File: src/rtl/rstk_ctrl_if.sv
// Handshake bundle between the traceback/output side (master) and the
// reverse-stack sequencer rstk_ctrl (slave).
interface rstk_ctrl_if;
    logic frame_start;
    logic frame_end;
    logic dec_valid;
    logic stack_toggle;
    logic rev_valid;
    logic rev_first;
    logic rev_last;
    logic busy;
    logic err_gap;
    logic err_len;

    modport master (
        output frame_start, frame_end, dec_valid,
        input  stack_toggle, rev_valid, rev_first, rev_last, busy, err_gap, err_len
    );

    modport slave (
        input  frame_start, frame_end, dec_valid,
        output stack_toggle, rev_valid, rev_first, rev_last, busy, err_gap, err_len
    );
endinterface

File: src/rtl/rstk_ctrl.sv
// Bank sequencer and bit-reversed output framing for the Viterbi two-bank reverse stack.
// Define RSTK_CTRL_STATS_EN to build the blk_cnt completed-block counter.
module rstk_ctrl #(
    parameter int BLOCK_LEN = 21,
    parameter int CNT_W     = 5
) (
    input  logic        clk,
    input  logic        reset_n,
    rstk_ctrl_if.slave  bus
`ifdef RSTK_CTRL_STATS_EN
    ,
    output logic [15:0] blk_cnt
`endif
);

    typedef enum logic [1:0] {IDLE, FILL, STREAM, DRAIN} state_t;

    localparam logic [CNT_W-1:0] LAST = CNT_W'(BLOCK_LEN - 1);

    state_t           state;
    logic [CNT_W-1:0] phase;
    logic [CNT_W-1:0] pad_len;
    logic             ending;

    logic start;
    logic fin;
    logic wrap;
    logic pop_valid;
    logic pop_first;
    logic pop_last;

    assign start = bus.frame_start & bus.dec_valid;
    assign fin   = bus.frame_end & bus.dec_valid;
    assign wrap  = (phase == LAST);

    // Qualifiers of the bit the stack pops at the coming edge.
    always_comb begin
        pop_valid = 1'b0;
        pop_first = 1'b0;
        pop_last  = 1'b0;
        case (state)
            STREAM: begin
                pop_valid = 1'b1;
                pop_first = (phase == '0);
            end
            DRAIN: begin
                pop_valid = (phase >= pad_len);
                pop_first = (phase == pad_len);
                pop_last  = wrap;
            end
            default: ;
        endcase
    end

    always_ff @(posedge clk or negedge reset_n) begin
        if (!reset_n) begin
            state            <= IDLE;
            phase            <= '0;
            pad_len          <= '0;
            ending           <= 1'b0;
            bus.stack_toggle <= 1'b1;
            bus.rev_valid    <= 1'b0;
            bus.rev_first    <= 1'b0;
            bus.rev_last     <= 1'b0;
            bus.busy         <= 1'b0;
            bus.err_gap      <= 1'b0;
            bus.err_len      <= 1'b0;
        end else if (start) begin
            // New frame or abort: accepted bit sits at phase 0, bank select is held.
            state         <= FILL;
            phase         <= CNT_W'(1);
            ending        <= fin;
            pad_len       <= LAST;
            bus.busy      <= 1'b1;
            bus.rev_valid <= 1'b0;
            bus.rev_first <= 1'b0;
            bus.rev_last  <= 1'b0;
            bus.err_gap   <= 1'b0;
            bus.err_len   <= fin;
        end else begin
            bus.rev_valid <= pop_valid;
            bus.rev_first <= pop_first;
            bus.rev_last  <= pop_last;
            if (state != IDLE) begin
                phase <= wrap ? '0 : phase + CNT_W'(1);
                if (wrap) bus.stack_toggle <= ~bus.stack_toggle;
            end
            case (state)
                FILL, STREAM: begin
                    // Once frame_end is seen the rest of the block is padding.
                    if (!ending) begin
                        if (!bus.dec_valid) bus.err_gap <= 1'b1;
                        if (fin) begin
                            ending  <= 1'b1;
                            pad_len <= LAST - phase;
                            if (!wrap) bus.err_len <= 1'b1;
                        end
                    end
                    if (wrap) state <= (ending || fin) ? DRAIN : STREAM;
                end
                DRAIN: begin
                    if (wrap) begin
                        state    <= IDLE;
                        ending   <= 1'b0;
                        bus.busy <= 1'b0;
                    end
                end
                default: ;
            endcase
        end
    end

`ifdef RSTK_CTRL_STATS_EN
    // A block completes whenever a popping state wraps; the final pop there is always valid.
    always_ff @(posedge clk or negedge reset_n) begin
        if (!reset_n) begin
            blk_cnt <= '0;
        end else if (start) begin
            blk_cnt <= '0;
        end else if ((state == STREAM || state == DRAIN) && wrap && blk_cnt != 16'hFFFF) begin
            blk_cnt <= blk_cnt + 16'd1;
        end
    end
`endif

endmodule
File: src/flat_wrapper.sv
// flat-port wrapper written by rule: the top's interface ports become plain ports
module rstk_ctrl_flat 
#(
    parameter int BLOCK_LEN = 21,
    parameter int CNT_W     = 5
)
  (clk, reset_n, bus_frame_start, bus_frame_end, bus_dec_valid, bus_stack_toggle, bus_rev_valid, bus_rev_first, bus_rev_last, bus_busy, bus_err_gap, bus_err_len);
  rstk_ctrl_if bus_i ();
  input  logic clk;
  input  logic reset_n;
  input wire logic [$bits(bus_i.frame_start)-1:0] bus_frame_start;
  input wire logic [$bits(bus_i.frame_end)-1:0] bus_frame_end;
  input wire logic [$bits(bus_i.dec_valid)-1:0] bus_dec_valid;
  output wire logic [$bits(bus_i.stack_toggle)-1:0] bus_stack_toggle;
  output wire logic [$bits(bus_i.rev_valid)-1:0] bus_rev_valid;
  output wire logic [$bits(bus_i.rev_first)-1:0] bus_rev_first;
  output wire logic [$bits(bus_i.rev_last)-1:0] bus_rev_last;
  output wire logic [$bits(bus_i.busy)-1:0] bus_busy;
  output wire logic [$bits(bus_i.err_gap)-1:0] bus_err_gap;
  output wire logic [$bits(bus_i.err_len)-1:0] bus_err_len;
  assign bus_i.frame_start = bus_frame_start;
  assign bus_i.frame_end = bus_frame_end;
  assign bus_i.dec_valid = bus_dec_valid;
  assign bus_stack_toggle = bus_i.stack_toggle;
  assign bus_rev_valid = bus_i.rev_valid;
  assign bus_rev_first = bus_i.rev_first;
  assign bus_rev_last = bus_i.rev_last;
  assign bus_busy = bus_i.busy;
  assign bus_err_gap = bus_i.err_gap;
  assign bus_err_len = bus_i.err_len;
  rstk_ctrl #(.BLOCK_LEN(BLOCK_LEN), .CNT_W(CNT_W)) u_core (.clk(clk), .reset_n(reset_n), .bus(bus_i));
endmodule
File: config.mk
export PLATFORM = sky130hd
export DESIGN_NAME = rstk_ctrl_flat
export DESIGN_NICKNAME = d
export VERILOG_FILES = /design/src/rtl/rstk_ctrl_if.sv /design/src/rtl/rstk_ctrl.sv /design/src/flat_wrapper.sv
export SDC_FILE = /design/constraint.sdc
export NUM_CORES = 1
export LEC_CHECK = 0
export CORE_MARGIN = 2
export CORE_UTILIZATION = 30
export CTS_BUF_LIST = sky130_fd_sc_hd__clkbuf_4
export DETAILED_ROUTE_END_ITERATION = 10
export HOLD_SLACK_MARGIN = 0.08
export MAX_ROUTING_LAYER = met4
export PLACE_DENSITY = 0.53
export SYNTH_ARGS = -nofsm -noshare
export SYNTH_HDL_FRONTEND = slang
export SYNTH_SLANG_ARGS = --single-unit
File: constraint.sdc
create_clock -name clk -period 1.8 [get_ports clk]
set_input_delay 0.18 -clock clk [delete_from_list [all_inputs] [get_ports clk]]
set_output_delay 0.18 -clock clk [all_outputs]
set_load 0.01 [all_outputs]
==> impl_metrics.toml <==
[run_status]
status = "complete, no violations"

[finish]
final_net_count = 162
most-common-layout-cells = "sky130_fd_sc_hd__dfrtp_1 (19), sky130_fd_sc_hd__nor2_1 (12), sky130_fd_sc_hd__a21oi_1 (11), sky130_fd_sc_hd__clkdlybuf4s50_1 (11)"
nFillCells = 394
insertedDiodeCount = 0
drive_above_1_share_pct = 13.1
final_core_utilization_pct = 36.6
area_growth_syn_to_layout_pct = 18.7
layout_commonest_cell = "sky130_fd_sc_hd__dfrtp_1"

[routing]
initialDrtViolationCount = 19
drt_pre_antenna_iters = 4
drt.antenna.violating_nets = 0
detail_route.wl_per_cell_um = 14.5
via_count = 980
route.detailed.drc = 0
via_per_inst = 5.03
detailed_route_wl_um = 2820

[floorplanning]
die_width_um = 67.6
core.rowCount = 23
fp.coreArea_um2 = 3940
die_y_um = 67.6
floorplan.io_pins = 12
floorplan.initialDensity_pct = 30.8
die_area_um2 = 4570

[sta]
fin_ws_ns = 0.140
final_min_period_over_clock_period_pct = 92.2
slew-limit-headroom_pct = 54.6
finalCriticalPeriod_ns = 1.66
fin_setup_tns_ns = 0
max_freq_mhz = 603
worst_slew_pin_slew_ns = 0.680
finalHoldViolCount = 0
unrepaired_setup_endpoints_after_global_routing = "no"
timing.hold.ws_ns = 0.165
setup-violations-final = 0
slew_viol_final = 0
worst_clock_skew_ns = 0.00683

[cts]
clkTransAtPathRegs_ns = 0.12
cts_tree = "built"
htree_levels = 1
worst_skew_pair.late_latency_ns = 0.30
clk_path_buf_depth = 2
tritoncts_num_sinks = 20
hold_fix_buffers_cts = 0
numCtsBuffers = 3
root_buffer = "sky130_fd_sc_hd__clkbuf_4"

[grt]
groute.layer.met2.usage_pct = 24.5
grt-busiest-layer = "met2"
grt_met3_use_pct = 1.50
grt_pass1_wl_um = 4800
number_of_antenna_violations_at_the_first_check_in_global_routing = 0
grt_pass1_vias = 1016
grt.total_usage_pct = 14.5
grt_start_max_net_pins = 13
grt_remaining_overflow = 0
grtUsageMet1_pct = 18.4

[setup_path]
critical_path_sink = "u_core.state[0]"
cp_data_required_time_ns = 1.99
cpLargestDelayFamily = "compound AO/OA/AOI/OAI gates"
cp_cell_sequence = "inv_1, ha_2, nand4b_4, a21oi_1, o2111a_1, a21oi_1"
r2r_slack_ns = 0.14
worstPathArrival_ns = 1.85
cp_common_cell = "sky130_fd_sc_hd__a21oi_1"
r2r-start = "u_core.phase[1]"
launching_instance_or_port_of_the_critical_path = "u_core.phase[1]"
criticalPathCategory = "register to register"
cp.buffers_inverters = 1
reg2regPathDepth = 6
timing.critical_path.slowest_cell_delay_ns = 0.48
r2r_endpoint = "u_core.state[0]"
timing.critical_path.to_type = "register"
critical_path.max_fanout = 8
crit_slowest_cell = "sky130_fd_sc_hd__dfrtp_1"
critical_path_cell_count = 6
timing.critical_path.from_type = "register"

[logic_synthesis]
synthesis.instances = 129
top_area_cells_in_the_synthesized_netlist = "sky130_fd_sc_hd__dfrtp_1 (39%), sky130_fd_sc_hd__ha_1 (11%), sky130_fd_sc_hd__a21oi_1 (4.5%)"
synth_sequential_area_ratio_pct = 41.3
synth_largest_area_cell = "sky130_fd_sc_hd__dfrtp_1"
mappedNetlistArea_um2 = 1210
synth_largest_type_area_fraction_pct = 39.1
post_synthesis_average_cell_area_um2 = 9.42
dominantRegCellSynth = "sky130_fd_sc_hd__dfrtp_1"
synthesis.nets = 145
synthArstFlopShare_pct = 100
ff_latch_count_synth = 20
synth_enable_flop_cells = 0
ys_warn_count = 0
synth.lib_cells_used.distinct = 38

[placed_design]
dp.final_hpwl_um = 2010
preCtsSetupSlack_ns = 0.115
final_weighted_congestion_of_routability_driven_global_placement = 0.785
io_buffers = 11

[power_and_ir_drop]
peakVddDrop_uv = 589
pwr_density_cell_nw_per_um2 = 1490
power_leakage_nw = 0.668

[worst_hold_path]
worst_hold_path_type = "input port to asynchronous set/reset pin"

[flow_run]
drv.max_cap_violation_count = 0
flip-flops by register name (all words and copies together) (netlist names):
signal,flops
u_core.bus.busy,1
u_core.bus.err_gap,1
u_core.bus.stack_toggle,1
u_core.ending,1
u_core.bus.rev_valid,1
u_core.bus.rev_first,1
u_core.bus.err_len,1
u_core.bus.rev_last,1
u_core.state,2
u_core.pad_len,5
u_core.phase,5
power breakdown:
group	leakage, nW	switching (mW)	internal (mW)
registers	0.240	0.196	0.613
clock network	0.0154	0.145	0.0807
logic	0.413	0.574	0.540
cells in the mapped netlist, types with 2 or more instances:
master / number
sky130_fd_sc_hd__a211o_1: 2
sky130_fd_sc_hd__a211oi_1: 3
sky130_fd_sc_hd__a21o_1: 2
sky130_fd_sc_hd__a21oi_1: 11
sky130_fd_sc_hd__and3_1: 2
sky130_fd_sc_hd__buf_6: 2
sky130_fd_sc_hd__dfrtp_1: 19
sky130_fd_sc_hd__ha_1: 11
sky130_fd_sc_hd__inv_1: 9
sky130_fd_sc_hd__nand2_1: 10
sky130_fd_sc_hd__nand2b_1: 3
sky130_fd_sc_hd__nand3_1: 2
sky130_fd_sc_hd__nor2_1: 12
sky130_fd_sc_hd__nor2b_1: 3
sky130_fd_sc_hd__nor3_1: 7
sky130_fd_sc_hd__nor4_1: 2
sky130_fd_sc_hd__o21ai_0: 5
sky130_fd_sc_hd__o22ai_1: 2
sky130_fd_sc_hd__xnor2_1: 2
sky130_fd_sc_hd__xor2_1: 2
final cells by class:
| cell class | instances | area (µm²) | share of cell area (%) |
|---|---|---|---|
| Clock buffer | 3 | 22.5 | 1.56 |
| Inverter | 10 | 37.5 | 2.60 |
| Sequential cell | 20 | 502 | 34.8 |
| Clock inverter | 1 | 3.75 | 0.260 |
| Multi-Input combinational cell | 94 | 659 | 45.7 |
| Tap cell | 50 | 62.6 | 4.34 |
| Timing Repair Buffer | 17 | 155 | 10.8 |
cell families after synthesis:
group	synth area share [%]
flops	41.3
simple gates	22.2
fa+ha+maj	11.3
xor+xnor	2.88
compound gates	16.0
buf+inv	6.28
per-layer routing:
| metal | up-vias | wire, µm | part of all wire, % |
|---|---|---|---|
| met1 | 477 | 1310 | 47 |
| met2 | 15 | 1420 | 50 |
| li1 | 486 | - | - |
| met5 | - | 0 | 0 |
| met4 | 0 | 15 | 0.53 |
| met3 | 2 | 69 | 2.4 |
how the worst min path moves through the flow:
stage,slack [ns],end,depth (start not counted),start
floorplan,-0.12,u_core.bus.busy,0,reset_n
global placement,0.49,u_core.bus.busy,1,u_core.bus.busy
detailed placement,0.48,u_core.bus.busy,1,u_core.bus.busy
CTS,0.17,u_core.state[1],1,reset_n
global route,0.19,u_core.state[1],1,reset_n
finish,0.16,u_core.state[1],1,reset_n
through the flow:
step | cells | area [µm²] | total power [mW]
3_3_place_gp | 191 | 1390 | 1.84
2_1_floorplan | 129 | 1210 | 1.57
5_1_grt | 195 | 1440 | 2.33
4_1_cts | 195 | 1420 | 2.11
3_5_place_dp | 191 | 1390 | 1.88
6_report | 195 | 1440 | 2.15
repair_timing:
item                       in CTS  in global routing
setup endpoints to repair       0                  7
buffers inserted                0                  0
gates resized for setup         0                  6
(Power assumes the default switching activity.)
==> RTL edit, RTL diff (config.mk and constraints unchanged) <==
`CNT_W` is set to 5 in 2 places; all go to 7.
--- a/src/rtl/rstk_ctrl.sv
+++ b/src/rtl/rstk_ctrl.sv
@@ -3,5 +3,5 @@
 module rstk_ctrl #(
     parameter int BLOCK_LEN = 21,
-    parameter int CNT_W     = 5
+    parameter int CNT_W     = 7
 ) (
     input  logic        clk,
--- a/src/flat_wrapper.sv
+++ b/src/flat_wrapper.sv
@@ -3,5 +3,5 @@
 #(
     parameter int BLOCK_LEN = 21,
-    parameter int CNT_W     = 5
+    parameter int CNT_W     = 7
 )
   (clk, reset_n, bus_frame_start, bus_frame_end, bus_dec_valid, bus_stack_toggle, bus_rev_valid, bus_rev_first, bus_rev_last, bus_busy, bus_err_gap, bus_err_len);
Behaviour: same outputs for any inputs over 10 cycles, from zero or initial values and one cycle with reset_n low; that may be too few to reach the edited logic, so the function may still have changed.
==> RTL edit against the original RTL <==
First-iteration DRC count rose to 3.9 times the old value. Die area grew 19%. Setup slack lost 72 ps. Wire length is 19% higher. Global-route usage decreased by 0.053 points. Area after synthesis rose by 20%. Cell area is 23% higher. Sequential cell count rose by 4. Via count grew 26%. Power is 14% lower. Maximum frequency down 4.2%. Sequential share of layout area is 0.76 points lower. Critical path type unchanged. Critical endpoint is now u_core.phase[6]. Largest cell class unchanged. Highest routed layer unchanged.
==> RTL edit: results (changes against the original RTL) <==
[cts]
clk_latency_ps = 330  ; +30 ps
path_clk_slew_ps = 140  ; +20 ps

[logic_synthesis]
ys_seq_area_frac = 0.412  ; -0.000808
synth_cell_type_count = 43  ; +13%
synth_nets = 176  ; +21%

[setup_path]
regToRegSetupSlack_ps = 70  ; -70 ps
cp.arrival_ps = 1990  ; +140 ps
worstReg2RegEnd = u_core.phase[6]

[detailed_routing]
routed_wl_mm = 3.36  ; +19%
initialDrtViolationCount = 75  ; +56
vias = 1231  ; +26%

[timing]
period_needed_ps = 1730  ; +72.4 ps
worstMarginPinSlew_ps = 411  ; -269 ps
fin_skew_ps = 7.50  ; +0.661 ps

[outcome]
status = completed

[placement]
gp_congestion = 0.867  ; +10%

[grt]
globalRouteTotalUtil = 0.144  ; -0.000531
grt_use_met2 = 0.234  ; -0.0110
grt_max_degree = 25  ; +12
grt_util_met1 = 0.176  ; -0.00816
grt_pass1_vias = 1317  ; +30%

[layout]
drive_above_1_share = 0.162  ; +0.0310
n_fill_cell = 494  ; +25%
final_nets = 198  ; +22%

[power_and_ir_drop]
p_leak_nw = 0.784  ; +17%

==> RTL edit: changes by cell type after synthesis, sizes merged, moves of 4 or more <==
| cell | change |
|---|---|
| nand3 | +6 |
| dfrtp | +4 |
| nor3 | -5 |
| inv | +4 |
| o21ai | +10 |
==> RTL edit: cell families (layout without fill, tap and decap cells) <==
family          after synthesis  after routing  share of synthesized area
simple gates                 52             52                      0.200
flops                        24             24                      0.412
compound gates               45             45                      0.193
xor+xnor                      4              4                     0.0240
fa+ha+maj                    13             13                      0.111
buf+inv                      20             41                     0.0600
==> RTL edit: metrics by stage <==
stage / area, sq um / cells / TNS [ps]
after floorplan: 1460 / 158 / 0
after global placement: 1690 / 240 / 0
after detailed placement: 1690 / 240 / -3.78
after CTS: 1740 / 246 / 0
after global routing: 1770 / 246 / 0
final: 1770 / 246 / 0
==> RTL edit: worst min-delay path by stage <==
stage / start / endpoint / slack [ps]
after floorplan: reset_n / u_core.bus.busy / -120
after global placement: u_core.pad_len[6] / u_core.pad_len[6] / 480
after detailed placement: u_core.pad_len[6] / u_core.pad_len[6] / 480
after CTS: reset_n / u_core.pad_len[6] / 200
after global routing: reset_n / u_core.pad_len[6] / 220
final: reset_n / u_core.pad_len[1] / 190
==> RTL edit: area by class of cell <==
type                    instances  share of cell area
repair buffers                 23               0.113
inverters                      14              0.0296
flip-flops and latches         24               0.340
well taps                      67              0.0473
multi-input cells             114               0.453
clock buffers                   4              0.0169
==> RTL edit: worst max-delay path: stages, from the launching register on <==
cell     delay, ps
dfrtp_1        420
inv_1           60
ha_2           190
nor4b_4        150
and3_4         210
or4_4          480
a21oi_2        140
==> RTL edit: power by group <==
group          leakage (nW)  internal, mW  total (mW)  switching (mW)
sequential            0.294         0.641       0.769           0.128
clock                0.0184         0.102       0.278           0.176
combinational         0.472         0.400       0.804           0.404
==> RTL edit: metal layers <==
metal | share of wire | vias to the layer above
li1 | - | 600
met1 | 0.47 | 606
met2 | 0.48 | 21
met3 | 0.035 | 4
met4 | 0.010 | 0
met5 | 0 | -
==> RTL edit: timing repair <==
item,in CTS,in global routing
setup endpoints to repair,1,5
resized for setup,0,9
setup buffers,2,0
pin swaps,0,2
